### config.mk
export PLATFORM = sky130hd
export DESIGN_NAME = ps2_host_tx
export DESIGN_NICKNAME = d
export VERILOG_FILES = /design/src/rtl/ps2_host_tx.sv
export SDC_FILE = /design/constraint.sdc
export NUM_CORES = 1
export LEC_CHECK = 0
export ABC_AREA = 1
export CELL_PAD_IN_SITES_DETAIL_PLACEMENT = 1
export CELL_PAD_IN_SITES_GLOBAL_PLACEMENT = 1
export CORE_MARGIN = 4
export CORE_UTILIZATION = 44
export CTS_CLUSTER_SIZE = 30
export DETAILED_ROUTE_END_ITERATION = 16
export GPL_ROUTABILITY_DRIVEN = 0
export HOLD_SLACK_MARGIN = 0.08
export PLACE_DENSITY_LB_ADDON = 0.1
export SLEW_MARGIN = 20
export SYNTH_ARGS = -nofsm -noshare
export SYNTH_HDL_FRONTEND = slang
export SYNTH_SLANG_ARGS = --single-unit
### constraint.sdc
create_clock -name c -period 2 [get_ports c]
set_input_delay 0.4 -clock c [delete_from_list [all_inputs] [get_ports c]]
set_output_delay 0.4 -clock c [all_outputs]
set_load 0.01 [all_outputs]
### src/rtl/ps2_host_tx.sv
// ps2_host_tx -- host-to-keyboard PS/2 transmitter (open-collector host side).
//
// Sends one byte to the keyboard: inhibit (clock low), request-to-send
// (data low, clock released), then 10 device-clocked bits (8 data LSB first,
// odd parity, stop), then samples the device ack on the 11th falling edge.
//
// Ports:
//   c           system clock
//   reset       asynchronous active-high reset
//   tx_start    one-cycle request, accepted only while busy=0
//   tx_data     byte to send, latched on accepted tx_start
//   ps2_clk_in  raw PS/2 clock pin level (asynchronous)
//   ps2_dat_in  raw PS/2 data pin level (asynchronous)
//   ps2_clk_oe  1 = pull PS/2 clock low
//   ps2_dat_oe  1 = pull PS/2 data low
//   busy        transfer in progress
//   done        one-cycle pulse at end of transfer
//   err         one-cycle pulse with done when the transfer failed
//
// Optional feature: define PS2_HOST_TX_RETRY_EN to retry a NACKed or
// timed-out transfer up to twice before reporting the failure.
module ps2_host_tx #(
  parameter int INHIBIT_CYCLES = 2400,
  parameter int TIMEOUT_CYCLES = 360000
) (
  input  logic       c,
  input  logic       reset,
  input  logic       tx_start,
  input  logic [7:0] tx_data,
  input  logic       ps2_clk_in,
  input  logic       ps2_dat_in,
  output logic       ps2_clk_oe,
  output logic       ps2_dat_oe,
  output logic       busy,
  output logic       done,
  output logic       err
);
  typedef enum logic [2:0] {IDLE, INHIBIT, START, BITS, ACK, WAIT_IDLE} state_t;

  localparam logic [18:0] INH_LAST = 19'(INHIBIT_CYCLES - 1);
  localparam logic [18:0] TO_LAST  = 19'(TIMEOUT_CYCLES - 1);

  state_t      state, state_nx;
  logic [1:0]  clk_sync, dat_sync;
  logic        clk_prev;
  logic [9:0]  shift;      // {stop, parity, data}, sent from bit 0 upward
  logic [3:0]  bit_cnt;
  logic [18:0] cnt;        // shared inhibit / timeout counter
  logic        dat_q;      // data drive held between device clock edges
  logic        nack;

  logic fall, line_idle, timeout, retry_ok;
  logic load, retry, bit_adv, set_nack, fall_clr;

  assign fall      = clk_prev & ~clk_sync[1];
  assign line_idle = clk_sync[1] & dat_sync[1];
  assign timeout   = (cnt == TO_LAST);
  assign busy      = (state != IDLE);

`ifdef PS2_HOST_TX_RETRY_EN
  logic [1:0] tries;
  assign retry_ok = (tries != 2'd2);
`else
  assign retry_ok = 1'b0;
`endif

  always_comb begin
    state_nx   = state;
    ps2_clk_oe = 1'b0;
    ps2_dat_oe = 1'b0;
    done       = 1'b0;
    err        = 1'b0;
    load       = 1'b0;
    retry      = 1'b0;
    bit_adv    = 1'b0;
    set_nack   = 1'b0;
    fall_clr   = 1'b0;
    case (state)
      IDLE: if (tx_start) begin
        load     = 1'b1;
        state_nx = INHIBIT;
      end
      INHIBIT: begin
        ps2_clk_oe = 1'b1;
        if (cnt == INH_LAST) state_nx = START;
      end
      START: begin
        ps2_clk_oe = 1'b1;
        ps2_dat_oe = 1'b1;
        state_nx   = BITS;
      end
      BITS, ACK, WAIT_IDLE: begin
        if (state == BITS) ps2_dat_oe = dat_q;
        if (timeout) begin
          // Lines stay released (oe defaults); fail or retry right away.
          ps2_dat_oe = 1'b0;
          if (retry_ok) begin
            retry    = 1'b1;
            state_nx = INHIBIT;
          end else begin
            done     = 1'b1;
            err      = 1'b1;
            state_nx = IDLE;
          end
        end else if (state == BITS) begin
          if (fall) begin
            bit_adv  = 1'b1;
            fall_clr = 1'b1;
            if (bit_cnt == 4'd9) state_nx = ACK;
          end
        end else if (state == ACK) begin
          if (fall) begin
            set_nack = 1'b1;
            state_nx = WAIT_IDLE;
          end
        end else if (line_idle) begin
          if (nack && retry_ok) begin
            retry    = 1'b1;
            state_nx = INHIBIT;
          end else begin
            done     = 1'b1;
            err      = nack;
            state_nx = IDLE;
          end
        end
      end
      default: state_nx = IDLE;
    endcase
  end

  always_ff @(posedge c or posedge reset) begin
    if (reset) begin
      state    <= IDLE;
      clk_sync <= '0;
      dat_sync <= '0;
      clk_prev <= 1'b0;
      shift    <= '0;
      bit_cnt  <= '0;
      cnt      <= '0;
      dat_q    <= 1'b0;
      nack     <= 1'b0;
    end else begin
      clk_sync <= {clk_sync[0], ps2_clk_in};
      dat_sync <= {dat_sync[0], ps2_dat_in};
      clk_prev <= clk_sync[1];
      state    <= state_nx;
      // Cleared on every state entry, on each bit edge, and parked in IDLE.
      if (state_nx != state || fall_clr || state == IDLE) cnt <= '0;
      else                                               cnt <= cnt + 19'd1;
      if (load) shift <= {1'b1, ~^tx_data, tx_data};
      if (load || retry) begin
        bit_cnt <= '0;
        nack    <= 1'b0;
      end
      if (state == START) dat_q <= 1'b1;   // start bit held until first fall
      if (bit_adv) begin
        dat_q   <= ~shift[bit_cnt];
        bit_cnt <= bit_cnt + 4'd1;
      end
      if (set_nack) nack <= dat_sync[1];
    end
  end

`ifdef PS2_HOST_TX_RETRY_EN
  always_ff @(posedge c or posedge reset) begin
    if (reset)      tries <= '0;
    else if (load)  tries <= '0;
    else if (retry) tries <= tries + 2'd1;
  end
`endif

endmodule

==> summary.md, run 1 <==
| Metric | Value |
|---|---|
| Syn Std Cell Area | `2510 um^2` |
| Gr ovfl total | `0` |
| Warnings, synthesis | `0` |
| Final Power | `1.77 mW` |
| Syn_area_per_cell | `8.48 um^2` |
| Clock Sinks | `43` |
| Fin. max-slew vios | `0` |
| PnR worst setup slack | `-0.173 ns` |
| Full die area | `6980 um^2` |
| IO buf count | `17` |
| Initial antenna violation count | `0` |
| Hold-fix buffers, CTS | `0` |
| Post-synth EDFFs | `0` |
| Core Region | `5510 um^2` |
| Nets | `395` |
| Gate count after technology mapping | `296` |
| Routed Antenna Nets | `0` |
| Share of layout cells above drive strength 1 | `0.342` |
| Crit path DAT | `1.77 ns` |
| Register area share after synthesis | `0.429` |
| Routed WL | `7490 um` |
| Worst EP required | `1.60 ns` |
| Synth Area in XOR/XNOR | `0.0837` |
| Worst slew pin tran | `0.643 ns` |
| Mux cell area share after synthesis | `0.0269` |
| Vias/cell | `5.12` |
| Inserted Clock Buffers | `5` |
| DRT Pass-1 Iters | `4` |
| Root Driver | `clkbuf_8` |
| Crit end category | `output pin` |
| Most frequent cells in the layout | `buf_4, nand2_1, dfrtp_1` |
| Routed vias | `2,312` |
| Clock H-tree levels | `2` |
| Post-synth ARST share | `1.00` |
| First-pass GRT wire length | `12,300 um` |
| Max Buffers Root-to-Sink | `2` |
| ANT cells | `0` |
| Crit path time final | `2.17 ns` |
| Failing checks | `negative setup slack` |
| Power Dens Cells | `511 nW/um^2` |
| Synth unique cells | `31` |
| Setup WS pre-CTS | `-0.303 ns` |
| Crit Path Class | `reg -> out` |
| Leak pwr | `1.62 nW` |
| HPWL Detailed | `5060 um` |
| Final Util | `0.629` |
| Skew-Pair Late Insertion Delay | `0.30 ns` |
| Commonest register cell after synthesis | `dfrtp_1` |
| Worst VDD drop | `0.000368 V` |
| Final critical-path share of the clock period | `1.09` |
| Yosys reg bits | `43` |
| Post-Syn Nets | `312` |
| # rows | `27` |
| Compound-Gate Fraction of Synth Area | `0.0633` |
| Result of the run | `finished with violations` |
| CP Launch Type | `flop` |
| Die Width | `83.5 um` |
| Largest net degree at the start of global routing | `17` |
| Max Cap Violations | `0` |
| Gr usage total | `0.215` |
| Hold/Removal Path Class | `reg -> reg` |
| Largest family of logic cells by synthesized area | `simple AND/OR/NAND/NOR gates` |
| Critical path peak fanout | `2` |
| Highest clock rate | `460 MHz` |
| Die outline height | `83.5 um` |
| Post-Synth Adder-Cell Area | `0.0149` |
| Drt drc | `0` |
| Starting density of the core | `0.456` |
| Post-route cell area | `3460 um^2` |
| RSZ-0062 raised after global routing | `yes` |
| Clk slew on worst S/H paths | `0.09 ns` |
| Drt initial violations | `77` |
| DR WL/cell | `16.6 um` |
| Final setup vio count | `22` |
| Slew margin rel. | `0.569` |
| Post-Place Cell Area | `3160 um^2` |
| Vias in the first global route | `2,567` |
| Final hold violation count | `0` |
| Area delta synth->final | `37.9%` |
| Most common cell after layout, fill and taps aside | `buf_4` |
| CTS tree | `done` |
| Clock skew | `0.0140 ns` |
| Filler cells | `665` |
| Post-Synth Simple-Gate Area | `0.312` |
| I/O Pins | `18` |
==> routing by layer <==
layer	global-route usage	vias to the layer above	wire [um]
met4	0.0599	0	99
met2	0.377	35	3870
met1	0.273	1157	3250
li1	-	1110	-
met5	0	-	0
met3	0.0375	10	273
==> where the power goes <==
part	switching (mW)	internal [mW]	leakage [nW]
clock network	0.314	0.499	0.0654
registers	0.00206	0.874	0.528
logic	0.0389	0.0423	1.03
total	0.355	1.42	1.62
==> critical path, stage by stage (launching register included) <==
cell,delay [ns]
dfrtp_1,0.37
ha_2,0.20
nand2_2,0.08
nor3_4,0.21
nand3_2,0.13
inv_2,0.09
buf_6,0.10
buf_6,0.08
o21a_1,0.11
buf_2,0.12
==> worst paths after layout <==
kind / from / endpoint / slack [ns] / cells past startpoint
min in group asynchronous: reset / cnt[11] / 0.41 / 2
worst max-delay path: cnt[1] / err / -0.17 / 9
worst max register to register: cnt[1] / cnt[9] / -0.09 / 14
worst min register to register: clk_sync[0] / clk_sync[1] / 0.36 / 0
max in group asynchronous: reset / shift[1] / 1.01 / 3
worst min-delay path: clk_sync[0] / clk_sync[1] / 0.36 / 0
==> final cells by class <==
class,count,area [um^2],share of cell area
clock buffer,6,72.6,0.0210
clock inverter,2,60.1,0.0173
inverter,37,141,0.0408
multi-input combinational,213,1330,0.385
sequential,43,1080,0.311
tap,72,90.1,0.0260
timing repair buffer,79,687,0.198
==> cell usage after synthesis (6+ instances only) <==
master,instances,area [um^2]
nand2_1,49,184
inv_1,29,109
mux2_2,6,67.6
xor2_1,15,131
nand2_2,6,37.5
nor2_4,14,158
dfrtp_1,43,1080
nand3_1,21,105
xnor2_1,9,78.8
a21oi_1,8,40.0
o21ai_0,8,40.0
nor2_1,45,169
nand4_1,8,50.1
==> per-stage QoR <==
step	instances	hold slack, ns	TNS, ns
3_5_place_dp	434	0.347	-0.687
6_report	452	0.363	-1.67
5_1_grt	452	0.375	-4.40
3_3_place_gp	434	0.333	-0.465
4_1_cts	449	0.368	-0.462
2_1_floorplan	296	0.331	0
==> cell families (layout without fill, tap and decap cells) <==
kind of cell	after synthesis	in the layout
AND/OR/NAND/NOR	153	153
flip-flops	43	43
buffers and inverters	40	124
AO/OA/AOI/OAI	27	27
XOR/XNOR	24	24
multiplexers	6	6
adder cells (fa/ha/maj)	3	3
==> registers in the layout, indices dropped and copies added, names as in the netlist <==
| signal | count |
|---|---|
| clk_prev | 1 |
| bit_cnt | 4 |
| dat_sync | 2 |
| shift | 10 |
| cnt | 19 |
| state | 3 |
| nack | 1 |
| dat_q | 1 |
| clk_sync | 2 |
==> what timing repair did <==
item | 4_1_cts | 5_1_grt
cloned | 0 | 1
pin swaps | 9 | 13
gates resized for setup | 31 | 11
buffers inserted | 7 | 4
endpoints found under the setup margin | 6 | 23
Power figures use the tool's default switching activity.
==> run 2: changes to the inputs <==
--- a/config.mk
+++ b/config.mk
@@ -14,7 +14,7 @@
 export DETAILED_ROUTE_END_ITERATION = 16
 export GPL_ROUTABILITY_DRIVEN = 0
 export HOLD_SLACK_MARGIN = 0.08
-export PLACE_DENSITY_LB_ADDON = 0.1
+export PLACE_DENSITY = 0.79
 export SLEW_MARGIN = 20
 export SYNTH_ARGS = -nofsm -noshare
 export SYNTH_HDL_FRONTEND = slang
==> run 2 against run 1 <==
Net effect: the run still ends with negative setup slack left; combinational power is 0.7% lower; hold slack got worse by 0.0042 ns; fmax up 0.78%; routed wire length down 3.0%; critical path type unchanged; critical endpoint unchanged; highest routed layer unchanged.
==> summary.md, run 2 (synthesis gave the netlist of run 1 again) <==
| Metric | Value |
|---|---|
| Drt drc | `0` |
| Highest clock rate | `464 MHz` |
| IO buf count | `17` |
| Die Width | `83.5 um` |
| Initial antenna violation count | `0` |
| CTS tree | `done` |
| Die outline height | `83.5 um` |
| HPWL Detailed | `5440 um` |
| Largest registers | `cnt x19, shift x10, bit_cnt x4` |
| Clock skew | `0.00629 ns` |
| Most frequent cells in the layout | `buf_4, nand2_1, dfrtp_1` |
| DR WL/cell | `16.2 um` |
| Most common cell after layout, fill and taps aside | `buf_4` |
| Final Power | `1.67 mW` |
| First-pass GRT wire length | `12,200 um` |
| Starting density of the core | `0.456` |
| Slew margin rel. | `0.643` |
| Gr usage total | `0.219` |
| Failing checks | `negative setup slack` |
| PnR worst setup slack | `-0.157 ns` |
| Non-Filler Instances | `449` |
| ANT cells | `0` |
| Worst EP required | `1.60 ns` |
| Crit Path Class | `reg -> out` |
| Final setup vio count | `16` |
| Max Cap Violations | `0` |
| Skew-Pair Late Insertion Delay | `0.31 ns` |
| Routed vias | `2,310` |
| RSZ-0062 raised after global routing | `yes` |
| Area delta synth->final | `35.2%` |
| I/O Pins | `18` |
| Largest net degree at the start of global routing | `24` |
| Leak pwr | `1.60 nW` |
| Crit end category | `output pin` |
| Routed Antenna Nets | `0` |
| Hold/Removal Path Class | `reg -> reg` |
| Fin. max-slew vios | `0` |
| Max Buffers Root-to-Sink | `2` |
| Crit path time final | `2.16 ns` |
| Worst VDD drop | `0.000326 V` |
| Top reg by flops | `cnt` |
| Share of layout cells above drive strength 1 | `0.353` |
| Crit path DAT | `1.76 ns` |
| CP Launch Type | `flop` |
| Final hold violation count | `0` |
| DRT Pass-1 Iters | `4` |
| Nets | `392` |
| Clock H-tree levels | `2` |
| Worst slew pin tran | `0.532 ns` |
| Clock Sinks | `43` |
| Critical path peak fanout | `3` |
| Core Region | `5510 um^2` |
| Placed insts | `431` |
| Drt initial violations | `53` |
| Clk slew on worst S/H paths | `0.09 ns` |
| Vias in the first global route | `2,538` |
| Setup WS pre-CTS | `-0.230 ns` |
| Final critical-path share of the clock period | `1.08` |
| Post-route cell area | `3390 um^2` |
| Full die area | `6980 um^2` |
| Gr ovfl total | `0` |
| Routed WL | `7260 um` |
| Inserted Clock Buffers | `5` |
| Root Driver | `clkbuf_8` |
| Number of flip-flops in the largest register | `19` |
| Final setup TNS | `-0.340 ns` |
| Vias/cell | `5.14` |
| Post-Place Cell Area | `3140 um^2` |
| Hold-fix buffers, CTS | `0` |
| Result of the run | `finished with violations` |
| Power Dens Cells | `491 nW/um^2` |
| # rows | `27` |
==> run 2: per-layer routing <==
metal / vias up / global-route usage / wire [um]
li1: 1103 / - / -
met1: 1161 / 0.260 / 3140
met2: 35 / 0.402 / 3810
met3: 11 / 0.0375 / 195
met4: 0 / 0.0658 / 119
met5: - / 0 / 0
==> run 2: repair_timing <==
action / in CTS / in global routing
hold endpoints to repair: 0 / 0
setup buffers: 4 / 6
gates resized for setup: 21 / 22
pin swaps: 2 / 10
setup endpoints to repair: 5 / 23
==> run 2: final timing paths <==
| path | start | to | slack [ns] | depth (start not counted) |
|---|---|---|---|---|
| min in group asynchronous | reset | shift[3] | 0.37 | 2 |
| worst min register to register | clk_sync[0] | clk_sync[1] | 0.36 | 0 |
| worst min-delay path | clk_sync[0] | clk_sync[1] | 0.36 | 0 |
| worst max register to register | cnt[7] | cnt[6] | -0.04 | 14 |
| worst max-delay path | cnt[7] | err | -0.16 | 8 |
| max in group asynchronous | reset | state[0] | 1.16 | 3 |
==> run 2: power by group <==
part           internal (mW)  switching (mW)
combinational         0.0423          0.0383
sequential             0.874         0.00249
clock                  0.373           0.339
total                   1.29           0.379
==> run 2: critical path: stages (launching register included) <==
cell	delay, ns
dfrtp_1	0.40
nor2_1	0.24
nand2_1	0.11
nor2_1	0.13
nand3_2	0.13
inv_2	0.09
o21a_1	0.12
o21a_1	0.12
buf_2	0.12
==> run 2: final cells by class <==
cell class / count / area, um^2
Timing Repair Buffer: 76 / 633
Clock buffer: 5 / 68.8
Multi-Input combinational cell: 213 / 1340
Clock inverter: 3 / 43.8
Inverter: 37 / 141
Tap cell: 72 / 90.1
Sequential cell: 43 / 1080
Fill cell: 667 / 2110
==> run 2: stage by stage <==
| step | util | hold WS, ns |
|---|---|---|
| finish | 0.616 | 0.359 |
| CTS | 0.596 | 0.362 |
| global placement | 0.571 | 0.334 |
| detailed placement | 0.571 | 0.341 |
| floorplan | - | 0.331 |
| global route | 0.616 | 0.377 |
